## src/rtl/cp0_pkg.sv

```systemverilog
// Shared CP0 constants: register indices, SR/Cause bit positions and the
// interrupt handler vector also used by the next-PC unit.
package cp0_pkg;
  localparam logic [4:0]  CP0_SR    = 5'd12;
  localparam logic [4:0]  CP0_CAUSE = 5'd13;
  localparam logic [4:0]  CP0_EPC   = 5'd14;
  localparam logic [4:0]  CP0_PRID  = 5'd15;

  localparam int SR_IE  = 0;
  localparam int SR_EXL = 1;
  localparam int IM_LSB = 10;
  localparam int IM_MSB = 15;

  localparam logic [31:0] HANDLER_VEC = 32'h0000_4180;

  // SR image as seen by mfc0; unlisted bits are hardwired zero.
  function automatic logic [31:0] sr_pack(input logic [5:0] im, input logic exl,
                                          input logic ie);
    logic [31:0] r;
    r = '0;
    r[IM_MSB:IM_LSB] = im;
    r[SR_EXL]        = exl;
    r[SR_IE]         = ie;
    return r;
  endfunction
endpackage

```

## src/rtl/cp0_sync.sv

```systemverilog
// Two-flop synchronizer for the hardware interrupt lines; flops clear on reset.
module cp0_sync #(
  parameter int W = 6
) (
  input  logic         clk,
  input  logic         rst,
  input  logic [W-1:0] d_i,
  output logic [W-1:0] q_o
);
  logic [W-1:0] meta_q, sync_q;

  always_ff @(posedge clk) begin
    if (rst) begin
      meta_q <= '0;
      sync_q <= '0;
    end else begin
      meta_q <= d_i;
      sync_q <= meta_q;
    end
  end

  assign q_o = sync_q;
endmodule

```

## src/rtl/cp0.sv

```systemverilog
// MIPS CP0: SR/Cause/EPC/PrID, interrupt request and ERET handling.
// Optional CP0_SYNC_HWINT_EN puts a 2-flop synchronizer in front of Cause.IP.
module cp0
  import cp0_pkg::*;
#(
  parameter logic [31:0] PRID      = 32'h0000_2295,
  parameter int          NUM_HWINT = 6
) (
  input  logic                 clk,
  input  logic                 rst,
  input  logic [NUM_HWINT-1:0] hwint,
  input  logic [31:0]          pc_ret,
  input  logic [4:0]           sel,
  input  logic [31:0]          din,
  input  logic                 we,
  input  logic                 eret,
  output logic                 intreq,
  output logic [31:0]          epc,
  output logic [31:0]          dout
);
  logic [NUM_HWINT-1:0] hwint_s;
  logic [NUM_HWINT-1:0] im_q, im_d, ip_q;
  logic                 exl_q, exl_d, ie_q, ie_d;
  logic [31:0]          epc_q, epc_d;

`ifdef CP0_SYNC_HWINT_EN
  cp0_sync #(.W(NUM_HWINT)) u_sync (
    .clk (clk),
    .rst (rst),
    .d_i (hwint),
    .q_o (hwint_s)
  );
`else
  assign hwint_s = hwint;
`endif

  // eret masks the request so the next-PC unit never sees both in one cycle
  assign intreq = (|(ip_q & im_q)) & ie_q & ~exl_q & ~eret;

  always_comb begin
    im_d  = im_q;
    exl_d = exl_q;
    ie_d  = ie_q;
    epc_d = epc_q;
    if (intreq) begin
      // preempted instruction: any mtc0 this cycle is dropped
      epc_d = pc_ret;
      exl_d = 1'b1;
    end else begin
      if (we && sel == CP0_SR) begin
        im_d  = din[IM_MSB:IM_LSB];
        exl_d = din[SR_EXL];
        ie_d  = din[SR_IE];
      end
      if (we && sel == CP0_EPC) epc_d = din;
      if (eret) exl_d = 1'b0;
    end
  end

  always_ff @(posedge clk) begin
    if (rst) begin
      im_q  <= '0;
      exl_q <= 1'b0;
      ie_q  <= 1'b0;
      ip_q  <= '0;
      epc_q <= '0;
    end else begin
      im_q  <= im_d;
      exl_q <= exl_d;
      ie_q  <= ie_d;
      ip_q  <= hwint_s;
      epc_q <= epc_d;
    end
  end

  assign epc = epc_q;

  always_comb begin
    dout = '0;
    case (sel)
      CP0_SR:    dout = sr_pack(im_q, exl_q, ie_q);
      CP0_CAUSE: dout[IM_MSB:IM_LSB] = ip_q;
      CP0_EPC:   dout = epc_q;
      CP0_PRID:  dout = PRID;
      default:   dout = '0;
    endcase
  end
endmodule

```

## config.mk

```make
export PLATFORM = sky130hd
export DESIGN_NAME = cp0
export DESIGN_NICKNAME = d
export VERILOG_FILES = /design/src/rtl/cp0_pkg.sv /design/src/rtl/cp0_sync.sv /design/src/rtl/cp0.sv
export SDC_FILE = /design/constraint.sdc
export NUM_CORES = 1
export LEC_CHECK = 0
export CELL_PAD_IN_SITES_DETAIL_PLACEMENT = 1
export CELL_PAD_IN_SITES_GLOBAL_PLACEMENT = 1
export CORE_UTILIZATION = 30
export CTS_BUF_LIST = sky130_fd_sc_hd__clkbuf_8
export CTS_CLUSTER_DIAMETER = 80
export DETAILED_ROUTE_END_ITERATION = 12
export GPL_ROUTABILITY_DRIVEN = 0
export GPL_TIMING_DRIVEN = 0
export PLACE_DENSITY_LB_ADDON = 0.3
export SETUP_SLACK_MARGIN = 0.1
export SLEW_MARGIN = 20
export SYNTH_ARGS = -nofsm -noshare
export SYNTH_HDL_FRONTEND = slang
export SYNTH_SLANG_ARGS = --single-unit
```

## constraint.sdc

```tcl
create_clock -name clk -period 2.5 [get_ports clk]
set_input_delay 0.5 -clock clk [delete_from_list [all_inputs] [get_ports clk]]
set_output_delay 0.5 -clock clk [all_outputs]
set_load 0.01 [all_outputs]
```

==> run metrics, run 1 <==
status finished, final reports clean; # setup viols final 0; worst hold path class reg -> reg; die area 8715 sq um; largest net degree at the start of global routing 15; Crit-path slowest cell dlygate4sd2_1; CP Launch Type input port; clock skew 0.007151 ns; final cell count without fillers approximately 530; Iter 0 DRT Violations 35; Tot GR Track Use 21.80%; clock sinks 46; clock latency at the later pin of the worst-skew pair 0.30 ns; clk root buf clkbuf_8; sequential element share of the synthesized area 36.78%; Nets 505; DP Area between 4000 and 5000 sq um; Setup Crit Path Kind in -> out; Post-DRT Antenna Nets 0; final hold violation count 0; DR WL met3 761 microns; Clock transition at path regs 0.09 ns; n_diodes 0; crit path max fanout 5; Hold Buf Count CTS 0; Reg area 920.9 sq um; CTS buffer count 5; Crit path top cell by count clkbuf_8; top sig layer met4; YS warnings 0; syn_area_per_cell 9.556 sq um; final worst path period need 2.365 ns; drt first pass iters 4; crit end category output pin; P_leak about 1.6 nW; crit-path max cell delay 0.26 ns; chip width 93.36 microns; WL final between 9000 and 10000 microns; row cnt 32; initial antenna violation count 0; EDFF count, synth 0; WL met2 4568 microns; cell family with most CP delay buffers and inverters; Die Y 93.36 microns; via count 2637; syn_nets 341; Arrival @ worst endpoint 1.86 ns; CTS H-tree depth 2; max_cap viols 0; Max VDD drop 0.2942 mV; Synth async-reset ratio 0%; fin crit share 94.59%; Mapped Area 2504 sq um; power density over the cells ~360 nW/um^2; CTS tree done; share of post-route cells with drive strength above 1 20.37%; Placed Instances 506; Mapped Cells 262; initial core utilization 31.74%; WP data required about 2.0 ns; fillcell total 922; CP cell instances clkdlybuf4s15_1 -> clkbuf_8 -> nor2_4 -> buf_6 -> clkbuf_8 -> buf_4 -> and2_1 -> dlygate4sd2_1; first-pass GRT wire length 14410 microns; Via-to-Cell Ratio 4.985; Final Instance Area roughly 4300 sq um; DR WL/cell 17.92 microns; RSZ-0062 raised after global routing yes; Unique masters post-synth 31; I/O Pins roughly 140; Crit path buffers/inverters 6; I/O Buffers 142; Reg2Reg Setup Slack 0.88 ns; wl on met1 4039 microns; Layout Area Growth over Synthesis 72.26%; top_reg_cell synth dfxtp_1; worst-margin pin slew 0.8448 ns; number of global-route vias before repair 2735; FMAX 422.9 MHz; relative slew slack 43.68%; max-slew violation count 0; clk buf depth 2; GRT Residual Overflow 0; core area approximately 7900 sq um; Synth Register Bits 46; drt drc 0; DP HPWL ~6900 microns; multi-input logic area around 1500 sq um
[power by group]
| part | switching (W) | leakage, nW | total, W | internal, W |
|---|---|---|---|---|
| logic | 0.0000827 | 1.20 | 0.000232 | 0.000150 |
| registers | 0.00000732 | 0.372 | 0.000749 | 0.000742 |
| clock network | 0.000272 | 0.0556 | 0.000567 | 0.000295 |
| total | 0.000362 | 1.63 | 0.00155 | 0.00119 |
[cell type report]
| type | instances | area share, % |
|---|---|---|
| sequential | 46 | 21.35 |
| clock inverter | 3 | 0.9574 |
| tap | 102 | 2.959 |
| clock buffer | 5 | 1.596 |
| buffer | 22 | 4.468 |
| multi-input combinational | 191 | 33.71 |
| inverter | 3 | 0.2611 |
| timing repair buffer | 157 | 34.70 |
[synthesized netlist by cell type, types with 3 or more instances]
cell,number,area [sq um]
nor2_1,42,157.7
buf_6,7,78.83
a221oi_1,5,43.79
o21ai_0,9,45.04
clkbuf_1,9,33.78
nand2_1,9,33.78
a22o_1,3,26.28
and2_1,19,118.9
dfxtp_1,46,920.9
mux2i_1,32,320.3
nand3_1,7,35.03
a21oi_1,13,65.06
nor2b_1,6,37.54
a211oi_2,31,387.9
buf_4,3,22.52
[metrics by stage]
| step | hold slack (ns) | setup TNS, ns | total power, W | util [%] | setup WS [ns] |
|---|---|---|---|---|---|
| after floorplan | 0.4661 | 0 | 0.0008220 | - | 0.5122 |
| after global placement | 0.4794 | -22.19 | 0.0009854 | 51.38 | -0.9568 |
| after detailed placement | 0.4873 | -23.19 | 0.0009886 | 51.38 | -1.002 |
| after CTS | 0.5008 | 0 | 0.001559 | 54.28 | 0.1023 |
| after global routing | 0.5412 | 0 | 0.001614 | 54.68 | 0.09745 |
| final | 0.5002 | 0 | 0.001548 | 54.68 | 0.1353 |
[state kept, by name, summed over array words and instances, names as in the netlist]
register / cells
exl_q: 1
ie_q: 1
im_q: 6
ip_q: 6
epc: 32
[worst register-to-register path, stage by stage (launching register included)]
cell and delay [ns]:
dfxtp_1 0.33, a22o_1 0.27, o31ai_4 0.28, buf_4 0.22, buf_6 0.16, nor2_1 0.07
a211oi_2 0.21
[metal layers]
metal  global-route usage [%]  vias up
met2                    38.73      111
met3                    5.772        8
met1                    26.29     1253
li1                         -     1265
met4                    4.487        0
met5                        0        -
[worst paths after layout]
check	start	endpoint	cells past startpoint
setup / recovery	sel[0]	dout[29]	8
hold / removal	im_q[3]	im_q[3]	2
setup reg to reg	ip_q[1]	epc[24]	6
hold reg to reg	im_q[3]	im_q[3]	2
[placed cells by master (no fill, tap or decap), drive strengths merged]
cell / Yosys / layout
and4b: 1 / 1
a22o: 3 / 3
clkdlybuf4s50: 0 / 108
dfxtp: 46 / 46
nand3b: 1 / 1
and2: 19 / 19
and4bb: 1 / 1
nand2: 9 / 9
dlygate4sd2: 0 / 19
nor2b: 6 / 6
nor3b: 2 / 2
a21oi: 13 / 13
clkinvlp: 0 / 1
o21ai: 9 / 9
a22oi: 2 / 2
and3: 2 / 2
mux2i: 32 / 32
a221oi: 5 / 5
o311ai: 1 / 1
nand4b: 1 / 1
buf: 13 / 32
a311oi: 1 / 1
nor2: 42 / 42
nand3: 7 / 7
clkbuf: 9 / 17
inv: 3 / 4
bufinv: 0 / 1
a211oi: 32 / 32
and3b: 1 / 1
o31ai: 1 / 1
clkdlybuf4s15: 0 / 8
[cells by family after synthesis]
group                  count (synthesis)  synth area share [%]
DFF                                   46                 36.78
and+or+nand+nor                       92                 18.89
AOI/OAI and AO/OA                     67                 25.14
muxes                                 32                 12.79
buffers and inverters                 25                 6.397
[what timing repair did]
action / 4_1_cts / 5_1_grt
cloned: 1 / 0
gates resized for setup: 73 / 16
pin swaps: 4 / 1
setup endpoints to repair: 33 / 14
setup buffers: 12 / 2
(Power assumes the default switching activity.)
==> inputs of run 2 (changes only) <==
RECOVER_POWER = 100   (was default)
==> run metrics, run 2 (synthesis results as in run 1) <==
drt first pass iters 4; hold path depth 2; number of global-route vias before repair 2735; die area 8715 sq um; Hold Buf Count CTS 0; P_leak approximately 1.7 nW; Tot GR Track Use 21.80%; max reg flops 32; multi-input logic area 1385 sq um; chip width ~93 microns; crit end category output pin; clock latency at the later pin of the worst-skew pair 0.30 ns; initial core utilization a little under a third; worst hold path class reg -> reg; final hold violation count 0; clk root buf clkbuf_8; leading cell type in the layout, fill and taps excluded clkdlybuf4s50_1; CTS H-tree depth 2; CP Launch Type input port; share of post-route cells with drive strength above 1 14.52%; crit path setup slack, layout 0.09792 ns; DR WL/cell 17.99 microns; layer with the highest usage met2; final worst path period need 2.402 ns; most frequent cells in the layout 67 x clkdlybuf4s50_1, 46 x dfxtp_1, 41 x nor2_1, 41 x dlygate4sd3_1, 32 x mux2i_1; FF-to-FF path depth 6; largest net degree at the start of global routing 15; Via-to-Cell Ratio 5.002; fillcell total 937; I/O Buffers between 100 and 150; # setup viols final 0; clock sinks 46; clock skew 0.006116 ns; clk buf depth 2; Layout Area Growth over Synthesis 67.72%; row cnt 32; n_diodes 0; worst-margin pin slew around 0.83 ns; Place WS -1.002 ns; RSZ-0062 raised after global routing yes; max_cap viols 0; global routing usage on met3 5.772%; Iter 0 DRT Violations 41; status finished, final reports clean; Nets 505; Max VDD drop 0.2939 mV; Die Y 93.36 microns; DP HPWL 6874 microns; via count 2646; Final Core Density around 53%; first-pass GRT wire length 14410 microns; Setup Crit Path Kind in -> out; Post-DRT Antenna Nets 0; WL final 9516 microns; max-slew violation count 0; drt drc 0; core area 7888 sq um; met2 usage in global routing between 30% and 40%; GRT Residual Overflow 0; I/O Pins around 140; fin crit share 96.08%; GR Layer Usage met1 26.29%; WP data required ~2.0 ns; crit path max fanout 5; power density over the cells approximately 370 nW/um^2; initial antenna violation count 0; CTS tree done; CTS buffer count 5; FMAX between 400 and 500 MHz; Clock transition at path regs 0.09 ns; Reg area between 900 and 1000 sq um; Arrival @ worst endpoint 1.90 ns; relative slew slack 44.46%
-- run 2: through the flow --
step | cell area [sq um] | hold WS, ns | TNS [ns] | total power (W) | cells
final | 4199 | 0.5010 | 0 | 0.001540 | 529
after detailed placement | 4053 | 0.4873 | -23.19 | 0.0009886 | 506
after global placement | 4053 | 0.4794 | -22.19 | 0.0009854 | 506
after floorplan | 2504 | 0.4661 | 0 | 0.0008220 | 262
after global routing | 4199 | 0.5412 | 0 | 0.001606 | 529
after CTS | 4282 | 0.5008 | 0 | 0.001559 | 527
-- run 2: path summary, 6_finish.rpt --
kind,slack (ns),start,to
hold reg to reg,0.50,im_q[3],im_q[3]
hold / removal,0.50,im_q[3],im_q[3]
setup reg to reg,0.37,ip_q[0],epc[30]
setup / recovery,0.1,sel[0],dout[21]
-- run 2: power breakdown --
| part | internal (W) | switching, W |
|---|---|---|
| logic | 0.000144 | 0.0000807 |
| clock network | 0.000295 | 0.000271 |
| registers | 0.000742 | 0.00000719 |
| total | 0.00118 | 0.000359 |
-- run 2: routing by layer --
metal  wire length (microns)  part of all wire (%)
met2                    4593                    48
met5                       0                     0
met1                    4088                    43
met3                     723                   7.6
met4                     111                   1.2
-- run 2: timing repair --
item | in CTS | in global routing
resized for setup | 73 | 16
pin swaps | 4 | 1
endpoints found under the setup margin | 33 | 14
setup buffers | 12 | 2
gates cloned | 1 | 0
-- run 2: cell type report --
class	count	share of cell area, %
Inverter	3	0.2682
Clock inverter	3	0.9833
Clock buffer	5	1.639
Tap cell	102	3.039
Sequential cell	46	21.93
Buffer	22	4.082
Multi-Input combinational cell	191	32.99
Timing Repair Buffer	157	35.07
-- run 2: worst max-delay path: stages --
cell	delay, ns
clkdlybuf4s15_1	0.23
clkbuf_8	0.18
nor2_4	0.21
buf_6	0.14
buf_4	0.11
buf_4	0.10
and2_1	0.11
clkdlybuf4s25_1	0.30
==> patch 1, RTL diff (settings of run 1) <==
The option `CP0_SYNC_HWINT_EN` is turned on by a define.
--- a/src/rtl/cp0.sv
+++ b/src/rtl/cp0.sv
@@ -1,5 +1,7 @@
 // MIPS CP0: SR/Cause/EPC/PrID, interrupt request and ERET handling.
 // Optional CP0_SYNC_HWINT_EN puts a 2-flop synchronizer in front of Cause.IP.
+`define CP0_SYNC_HWINT_EN
+
 module cp0
   import cp0_pkg::*;
 #(
Check against the original RTL: not equivalent (Yosys sat finds a counterexample within 4 cycles, from zero or initial values and one cycle with rst high).
==> patch 1 against run 1 <==
Sequential cell count grew 12; worst setup slack lost 0.0044 ns; synthesized cell count grew 12%; design area grew 7.7%; synthesized area grew 13%; routed wire length grew 9.5%; first-iteration DRC count grew 69%; total power grew 49%; combinational power grew 7%; clock skew grew 0.0023 ns.
==> patch 1: results (changes against run 1) <==
status finished clean; htree depth 3 (+1); Synthesis Warnings 0 (unchanged); maximum vdd drop 0.297 mV (+0.81%); CP max stage delay 0.46 ns (+0.20 ns); CTS Buf Count 9 (+4); leakage 0.00206 µW (+27%); vias in the first global route 2956 (+8.1%); Starting DRT DRC Count 59 (+69%); Compound-Gate Fraction of Synth Area 0.204 (-0.0476); first-pass GRT wire length 16.2 mm (+12%); Reg clk slew, reported paths 0.07 ns (-0.02 ns); FILL cells 1025 (+11%); Largest delay share family, worst path buffers and inverters; routed len/inst 18.3 µm (+2.3%); Final Net Count 532 (+5.3%); Synth cell types 27 (-13%); type of the most critical hold path flop to flop; synth cell count leaders dfxtp_1, nor2_1, mux2i_1; Placed Area 0.00437 mm² (+7.9%); Post-synth ARST share 0 (unchanged); largest net degree at the start of global routing 13 (-2); syn nets 373 (+9.4%); PortBufs 142 (unchanged); top_reg_cell synth dfxtp_1; slew at the pin closest to its max-slew limit 0.784 ns (-0.0605 ns); root buf cell clkbuf_8; max reg flops 32 (unchanged); DR vias/cell 5.02 (+0.76%); XOR/XNOR Fraction of Synth Area 0 (unchanged); drt first pass iters 4 (unchanged); Global Route Usage Sum 0.219 (+0.000763); HPWL after DPL 7.70 mm (+12%); mux share of post-synthesis cell area 0.139 (+0.0106); largest cells by area after synthesis dfxtp_1, mux2i_1, a211oi_2, nor2_1, and3_1; ant diodes 0 (unchanged); Power Dens Cells 495 mW/mm² (+38%); clock tree buffer depth 2 (unchanged); antenna violations before repair 0 (unchanged); worst-skew pair later-pin latency 0.35 ns (+0.05 ns); Setup Skew 0.00942 ns (+0.00227 ns); sequential area share after synthesis 0.412 (+0.0443); Post-Synth Adder-Cell Area 0 (unchanged); crit path max-delay cell type clkdlybuf4s50_1; CP max FO 10 (+5); share of cells above drive strength 1 0.242 (+0.0386)
-- patch 1: cell families (layout without fill, tap and decap cells) --
family	count (synthesis)	in the layout
buffers and inverters	29	193
AO/OA/AOI/OAI	60	60
multiplexers	39	39
AND/OR/NAND/NOR	108	108
flip-flops	58	58
-- patch 1: final cells by class --
class                   instances  share of cell area
multi-input cells             207               0.328
clock inverters                 7              0.0269
repair buffers                148               0.286
well taps                     108              0.0291
clock buffers                   9              0.0267
inverters                       4             0.00323
plain buffers                  25              0.0501
flip-flops and latches         58               0.250
-- patch 1: what timing repair did --
item                                    4_1_cts  5_1_grt
endpoints found under the setup margin       33       26
resized for setup                           101       30
gates cloned                                  0        0
pin swaps                                     1        2
buffers inserted                              6        0
-- patch 1: layer usage --
layer / up-vias / track usage / share of wire
li1: 1356 / - / -
met1: 1365 / 0.272 / 0.44
met2: 112 / 0.385 / 0.49
met3: 10 / 0.0404 / 0.057
met4: 0 / 0.0620 / 0.011
met5: - / 0 / 0
-- patch 1: report_power, final --
part           internal [µW]  switching (µW)
registers                939            6.74
logic                    156            93.6
clock network            670             436
total                   1770             536
-- patch 1: worst paths after layout --
kind               to  cells after the start          start  slack (ns)
max          dout[30]                      6         sel[4]        0.13
min reg2reg   ip_q[0]                      1  u_sync.q_o[0]        0.44
min           ip_q[0]                      1  u_sync.q_o[0]        0.44
max reg2reg   epc[13]                      6        ip_q[0]        0.92
-- patch 1: stage by stage --
| step | cells | worst slack [ns] |
|---|---|---|
| 2_1_floorplan | 294 | 0.586 |
| 3_3_place_gp | 544 | -0.783 |
| 3_5_place_dp | 544 | -0.812 |
| 4_1_cts | 566 | 0.0582 |
| 5_1_grt | 566 | 0.0912 |
| 6_report | 566 | 0.131 |
==> patch 2, RTL diff (flow settings as in run 1) <==
Without the edit above. Register the input `din` before use, with the module's reset. The logic sees it one clock later. The other inputs are not delayed to match.
--- a/src/rtl/cp0.sv
+++ b/src/rtl/cp0.sv
@@ -18,6 +18,17 @@
   output logic [31:0]          epc,
   output logic [31:0]          dout
 );
+
+  logic [31:0] din_q;
+
+  always_ff @(posedge clk) begin
+    if (rst) begin
+      din_q <= '0;
+    end else begin
+      din_q <= din;
+    end
+  end
+
   logic [NUM_HWINT-1:0] hwint_s;
   logic [NUM_HWINT-1:0] im_q, im_d, ip_q;
   logic                 exl_q, exl_d, ie_q, ie_d;
@@ -48,11 +59,11 @@
       exl_d = 1'b1;
     end else begin
       if (we && sel == CP0_SR) begin
-        im_d  = din[IM_MSB:IM_LSB];
-        exl_d = din[SR_EXL];
-        ie_d  = din[SR_IE];
+        im_d  = din_q[IM_MSB:IM_LSB];
+        exl_d = din_q[SR_EXL];
+        ie_d  = din_q[SR_IE];
       end
-      if (we && sel == CP0_EPC) epc_d = din;
+      if (we && sel == CP0_EPC) epc_d = din_q;
       if (eret) exl_d = 1'b0;
     end
   end
Check against the original RTL: not equivalent (a bounded check fails within 4 cycles, from zero or initial values and one cycle with rst high).
==> patch 2 against run 1 <==
Global-route usage shrank 2.3 points; first-iteration DRC count up 120%; core utilization decreased by 4.6 points; cell count rose by 20%; worst setup slack got worse by 0.030 ns; synthesized cell count rose by 26%; routed wire length is 16% higher; sequential cell count increased by 32; total power increased by 66%; design area increased by 22%; via count is 14% higher; synthesized area rose by 32%; critical endpoint is now dout[28]; largest power group unchanged.
==> patch 2: results (changes against run 1) <==
status finished clean; mux share of post-synthesis cell area 0.0967 (-0.0312); CP max FO 10 (+5); largest net degree at the start of global routing 14 (-1); post-cts repair resize count 51 (-30%); crit path max-delay cell type clkdlybuf4s50_1; root buf cell clkbuf_8; R2R Setup Slk 0.79 ns (-0.09 ns); DR vias/cell 4.77 (-4.4%); share of cells above drive strength 1 0.173 (-0.0307); Post-CTS Setup Inserts 8 (-4); critical path startpoint sel[4]; M2 GR Usage 0.355 (-0.0324); antenna violations before repair 0 (unchanged); wire length on met2 5.61 mm (+23%); leakage 0.00215 µW (+32%); Synth cell types 29 (-6.5%); wire length on met1 4.82 mm (+19%); PortBufs 142 (unchanged); Setup Skew 0.0130 ns (+0.00586 ns); FILL cells 1185 (+29%); hold_sp din_q[13]; Final Net Count 571 (+13%); syn nets 409 (+20%); met3 wire len 478 µm (-37%); vias in the first global route 3226 (+18%); Starting DRT DRC Count 76 (+120%); met3 Use GR 0.0322 (-0.0255); CP max stage delay 0.52 ns (+0.26 ns); met1 GRT Util 0.236 (-0.0268); routed wire length 11.0 mm (+16%); worst-skew pair later-pin latency 0.35 ns (+0.05 ns); HPWL after DPL 8.05 mm (+17%); htree depth 3 (+1); Reg clk slew, reported paths 0.07 ns (-0.02 ns); first-pass GRT wire length 17.0 mm (+18%); Rel. slew slack 0.460 (+0.0231); XOR/XNOR Fraction of Synth Area 0 (unchanged); maximum vdd drop 0.389 mV (+32%); Compound-Gate Fraction of Synth Area 0.189 (-0.0628); Placed Area 0.00490 mm² (+21%); Global Route Usage Sum 0.195 (-0.0226); end of the critical path dout[28]; worst r2r src im_q[0]; CTS Buf Count 9 (+4); drt first pass iters 4 (unchanged); R2R Path End epc[4]
[patch 2: stage by stage]
step                TNS (ns)  worst slack [ns]  std cells  power [µW]
detailed placement    -23.08            -0.945        608        1560
global route               0            0.0215        633        2660
finish                     0             0.106        633        2570
floorplan                  0             0.512        330        1390
global placement      -20.96            -0.842        608        1560
CTS                   -0.985            -0.104        632        2590
[patch 2: area by class of cell]
class / instances / area, µm² / area share
plain buffers: 26 / 166 / 0.0316
flip-flops and latches: 78 / 1560 / 0.297
clock buffers: 9 / 124 / 0.0235
repair buffers: 151 / 1480 / 0.280
inverters: 3 / 11.3 / 0.00214
well taps: 136 / 170 / 0.0323
multi-input cells: 223 / 1660 / 0.316
clock inverters: 7 / 91.3 / 0.0174
[patch 2: where the power goes]
part | total [µW] | switching [µW] | internal, µW
combinational | 252 | 95.1 | 157
sequential | 1290 | 14.5 | 1280
clock | 1030 | 474 | 557
total | 2570 | 583 | 1990
